--- config.mk ---
export PLATFORM = sky130hd
export DESIGN_NAME = instr_encode_loader
export DESIGN_NICKNAME = d
export VERILOG_FILES = /design/src/rtl/instr_encode_loader.sv
export SDC_FILE = /design/constraint.sdc
export NUM_CORES = 1
export LEC_CHECK = 0
export ABC_AREA = 1
export ABC_CLOCK_PERIOD_IN_PS = 2880
export CAP_MARGIN = 5
export CORE_MARGIN = 4
export CORE_UTILIZATION = 39
export CTS_BUF_LIST = sky130_fd_sc_hd__clkbuf_8
export CTS_CLUSTER_SIZE = 16
export DETAILED_ROUTE_END_ITERATION = 8
export PLACE_DENSITY = 0.71
export SETUP_SLACK_MARGIN = 0.1
export SLEW_MARGIN = 10
export SYNTH_ARGS = -nofsm -noshare
export SYNTH_HDL_FRONTEND = slang
export SYNTH_SLANG_ARGS = --single-unit
--- constraint.sdc ---
create_clock -name clk -period 2.88 [get_ports clk]
set_input_delay 0.864 -clock clk [delete_from_list [all_inputs] [get_ports clk]]
set_output_delay 0.864 -clock clk [all_outputs]
set_load 0.01 [all_outputs]
--- src/rtl/instr_encode_loader.sv ---
// Packs instruction fields into 32-bit words and streams them into instruction memory.
// Optional LOADER_CHECKSUM_EN adds a running XOR checksum of completed writes.
module instr_encode_loader #(
  parameter int ADDR_W     = 8,
  parameter int FIFO_DEPTH = 4
) (
  input  logic              clk,
  input  logic              reset,
  input  logic              start,
  input  logic [ADDR_W-1:0] base_addr,
  input  logic [ADDR_W:0]   prog_len,
  input  logic              in_valid,
  output logic              in_ready,
  input  logic [4:0]        opcode,
  input  logic [4:0]        rd,
  input  logic [4:0]        rs,
  input  logic [4:0]        rt,
  input  logic [11:0]       imm,
  output logic              imem_we,
  input  logic              imem_ready,
  output logic [ADDR_W-1:0] imem_addr,
  output logic [31:0]       imem_wdata,
  output logic              busy,
  output logic              done,
`ifdef LOADER_CHECKSUM_EN
  output logic [31:0]       checksum,
`endif
  output logic [ADDR_W:0]   words_written
);

  localparam int PTR_W = $clog2(FIFO_DEPTH);
  localparam int CNT_W = ADDR_W + 1;
  localparam logic [PTR_W:0] DEPTH_CNT = (PTR_W + 1)'(FIFO_DEPTH);

  typedef enum logic [1:0] {IDLE, LOAD, DRAIN, DONE} state_t;

  state_t state, state_next;

  logic [CNT_W-1:0] len_q;
  logic [CNT_W-1:0] accepted;
  logic [31:0]      fifo_mem [FIFO_DEPTH];
  logic [PTR_W-1:0] wr_ptr, rd_ptr;
  logic [PTR_W:0]   count;
  logic             fifo_full, fifo_empty;
  logic             push, pop, complete, start_go;
  logic [31:0]      packed_word;

  assign packed_word = {opcode, rd, rs, rt, imm};
  assign fifo_full   = (count == DEPTH_CNT);
  assign fifo_empty  = (count == '0);
  assign start_go    = (state == IDLE) && start;
  assign push        = in_valid && in_ready;
  assign complete    = imem_we && imem_ready;
  // The output register takes a new word whenever it is free or being drained this cycle.
  assign pop         = !fifo_empty && (!imem_we || imem_ready);

  always_ff @(posedge clk or posedge reset) begin
    if (reset) state <= IDLE;
    else       state <= state_next;
  end

  always_comb begin
    state_next = state;
    case (state)
      IDLE:    if (start) state_next = (prog_len == '0) ? DONE : LOAD;
      LOAD:    if (accepted == len_q) state_next = DRAIN;
      DRAIN:   if (fifo_empty && !imem_we && (words_written == len_q)) state_next = DONE;
      DONE:    state_next = IDLE;
      default: state_next = IDLE;
    endcase
  end

  always_comb begin
    in_ready = (state == LOAD) && !fifo_full && (accepted < len_q);
    busy     = (state == LOAD) || (state == DRAIN);
    done     = (state == DONE);
  end

  always_ff @(posedge clk or posedge reset) begin
    if (reset) begin
      len_q         <= '0;
      accepted      <= '0;
      words_written <= '0;
    end else if (start_go) begin
      len_q         <= prog_len;
      accepted      <= '0;
      words_written <= '0;
    end else begin
      if (push)     accepted      <= accepted + CNT_W'(1);
      if (complete) words_written <= words_written + CNT_W'(1);
    end
  end

  always_ff @(posedge clk) begin
    if (push) fifo_mem[wr_ptr] <= packed_word;
  end

  always_ff @(posedge clk or posedge reset) begin
    if (reset) begin
      wr_ptr <= '0;
      rd_ptr <= '0;
      count  <= '0;
    end else begin
      if (push) wr_ptr <= wr_ptr + PTR_W'(1);
      if (pop)  rd_ptr <= rd_ptr + PTR_W'(1);
      case ({push, pop})
        2'b10:   count <= count + (PTR_W + 1)'(1);
        2'b01:   count <= count - (PTR_W + 1)'(1);
        default: count <= count;
      endcase
    end
  end

  // imem_addr always holds the address of the pending or next write.
  always_ff @(posedge clk or posedge reset) begin
    if (reset) begin
      imem_we    <= 1'b0;
      imem_addr  <= '0;
      imem_wdata <= '0;
    end else begin
      if (start_go)      imem_addr <= base_addr;
      else if (complete) imem_addr <= imem_addr + ADDR_W'(1);
      if (pop) begin
        imem_we    <= 1'b1;
        imem_wdata <= fifo_mem[rd_ptr];
      end else if (complete) begin
        imem_we <= 1'b0;
      end
    end
  end

`ifdef LOADER_CHECKSUM_EN
  always_ff @(posedge clk or posedge reset) begin
    if (reset)         checksum <= '0;
    else if (start_go) checksum <= '0;
    else if (complete) checksum <= checksum ^ imem_wdata;
  end
`endif

endmodule

==> results.json <==
{
  "cts_tree": "built",
  "setup_ws_ps": 141,
  "async_flop_share_pct": 37.6,
  "hold_viol": 0,
  "die_h_um": 158,
  "num_rows": 54,
  "synth-edff-count": 128,
  "cp.arrival_ps": 1880,
  "layout_min_cycle_time_ps": 2740,
  "grt_pass1_wl_um": 32400,
  "postRouteAntennaNets": 0,
  "fin_worst_skew_ps": 25.4,
  "max_freq_mhz": 365,
  "critPathMaxFanout": 2,
  "met1_length_um": 8550,
  "place_area_um2": 10300,
  "relSlewSlack_pct": 36.1,
  "clock-sinks": 205,
  "rsz0062_at_grt": "yes",
  "nNetsFinal": 1045,
  "cts_made_buffers": 35,
  "p_per_area_nw_per_um2": 967,
  "status": "complete, no violations",
  "dp_slack_ps": 79.2,
  "overflow": 0,
  "clkPwrFrac_pct": 22.6,
  "dieArea_um2": 25000,
  "setup_viol": 0,
  "place_inst": 1198,
  "drv_cap": 0,
  "clkLatencyLatePin_ps": 530,
  "netlist.area_leader.share_pct": 43.7,
  "yosys-top-cells-count": "nor2_1, edfxtp_1, nand2_1",
  "endpoint_kind": "output port",
  "route.detailed.drc": 0,
  "pin_count": 107,
  "switchingPower_uw": 3900,
  "netlist_area_um2": 8800,
  "initial_core_util_pct": 40.0,
  "synth-seq-area-share_pct": 65.6,
  "crit_path_start_kind": "register",
  "hp-class": "register to register",
  "grt_antenna_before_repair": 0,
  "p_seq_share_pct": 39.6,
  "postSynthCellCount": 830,
  "swShare_pct": 36.3,
  "yosys.area.top_type": "edfxtp_1",
  "path_clk_slew_ps": 60,
  "power.share.combinational_pct": 37.8,
  "vias_per_cell": 4.96,
  "max_slew.worst_pin.slew_ps": 959,
  "gp_congestion": 0.837,
  "grt_pass1_vias": 6395,
  "yosysWarnings": 0,
  "grt_max_degree": 66,
  "met3_length_um": 1400,
  "synth.distinct_cells": 36,
  "ir_drop_mv": 0.535,
  "critical_path_class": "register to output port",
  "track_usage_pct": 16.3,
  "die_w_um": 158,
  "stdcell_count": 1271,
  "port_buffers": 106,
  "ys.flop_type": "edfxtp_1",
  "top_layer_used": "met4",
  "layout-drive-gt1-share_pct": 11.7,
  "dr.pass1.iters": 4,
  "stdcell_area_um2": 11100,
  "power.leakage_uw": 0.00438,
  "critPathRequiredTime_ps": 2020,
  "hpwl_um": 12100,
  "cts_buffer_depth": 3,
  "drt_iter0_markers": 427,
  "synth_seq_cells": 205,
  "r2r_slack_ps": 450,
  "cell_internal_pwr_uw": 6840,
  "slew_violations": 0,
  "vias": 6308,
  "htreeDepth": 2,
  "diodes": 0,
  "wl_per_cell_um": 15.6,
  "fillers": 1975,
  "core_area_um2": 22000,
  "drt_wl_total_um": 19800,
  "root_buffer": "clkbuf_8",
  "synth.most_common_cell": "nor2_1",
  "synth.area.top_cells": "edfxtp_1, dfrtp_1, nor2_1, o21ai_0, nand2_1",
  "finalCritPeriodShare_pct": 95.1,
  "syn_to_final_growth_pct": 26.2,
  "syn_avg_cell_area_um2": 10.6,
  "syn_nets": 907,
  "dr_wl_met2_um": 9440
}
## cell type report
type                       count  area [µm²]  area share [%]
clock buffer                  40         551            4.96
clock inverter                20         100           0.902
sequential                   205        5770            52.0
timing repair buffer         136        1380            12.4
multi-input combinational    530        2720            24.5
inverter                      60         229            2.06
tap                          280         350            3.16
## through the flow
step | total power [µW] | TNS, ps | hold WS (ps) | utilization, %
CTS | 10800 | 0 | 493 | 50.1
detailed placement | 8250 | 0 | 483 | 46.6
floorplan | 6700 | -37950 | 453 | -
global placement | 8140 | 0 | 474 | 46.6
finish | 10700 | 0 | 488 | 50.4
global route | 11600 | 0 | 533 | 50.4
## critical path, stage by stage (launching register included)
cell     delay [ps]
dfrtp_1         410
ha_4            300
nand2_4          60
inv_2            50
nand2_1          50
nor2_2          170
nor2_4           60
and3_4          150
buf_6           120
## cells in the final DEF, fill, tap and decap left out, types with 23 or more instances in the layout
| master | n |
|---|---|
| edfxtp_1 | 128 |
| inv_1 | 60 |
| o21ai_0 | 85 |
| a31oi_1 | 33 |
| nor2_1 | 198 |
| buf_4 | 23 |
| dfrtp_1 | 74 |
| clkdlybuf4s50_1 | 104 |
| nand3_1 | 24 |
| clkbuf_8 | 40 |
| nand2_1 | 102 |
## state kept, by name, summed over array words and instances (netlist names)
name	flops
rd_ptr	2
imem_addr	8
wr_ptr	2
words_written	9
accepted	9
imem_wdata	32
fifo_mem	128
state	2
len_q	9
count	3
imem_we	1
## cells by family (layout without fill, tap and decap cells)
kind of cell / Yosys count / in the layout / synth area share [%]
adder cells (fa/ha/maj): 23 / 23 / 3.36
flip-flops: 205 / 205 / 65.6
AND/OR/NAND/NOR: 359 / 359 / 16.7
multiplexers: 1 / 1 / 0.128
buffers and inverters: 95 / 256 / 4.71
XOR/XNOR: 13 / 13 / 1.29
AO/OA/AOI/OAI: 134 / 134 / 8.23
## repair_timing
item,CTS,global route
hold buffers,0,0
pin swaps,4,6
gates resized for setup,14,10
endpoints found under the setup margin,2,2
buffers inserted,10,3
## power groups by stage
stage / combinational [µW] / sequential, µW / clock, µW
6_report: 4060 / 4250 / 2430
3_3_place_gp: 3850 / 4290 / 0
3_5_place_dp: 3950 / 4300 / 0
4_1_cts: 4070 / 4250 / 2520
5_1_grt: 4600 / 4330 / 2650
2_1_floorplan: 2360 / 4340 / 0
## final timing paths
check,from,endpoint,cells after the start
max reg2reg,len_q[6],count[2],13
min reg2reg,count[0],count[0],1
min,count[0],count[0],1
max in group asynchronous,reset,imem_wdata[9],3
min in group asynchronous,reset,imem_wdata[6],2
max,accepted[8],in_ready,8
## per-layer routing
metal / up-vias / GRT usage, %
li1: 3077 / -
met1: 2998 / 20.7
met2: 193 / 27.4
met3: 40 / 3.80
met4: 0 / 5.44
met5: - / 0
Power figures use the tool's default switching activity.
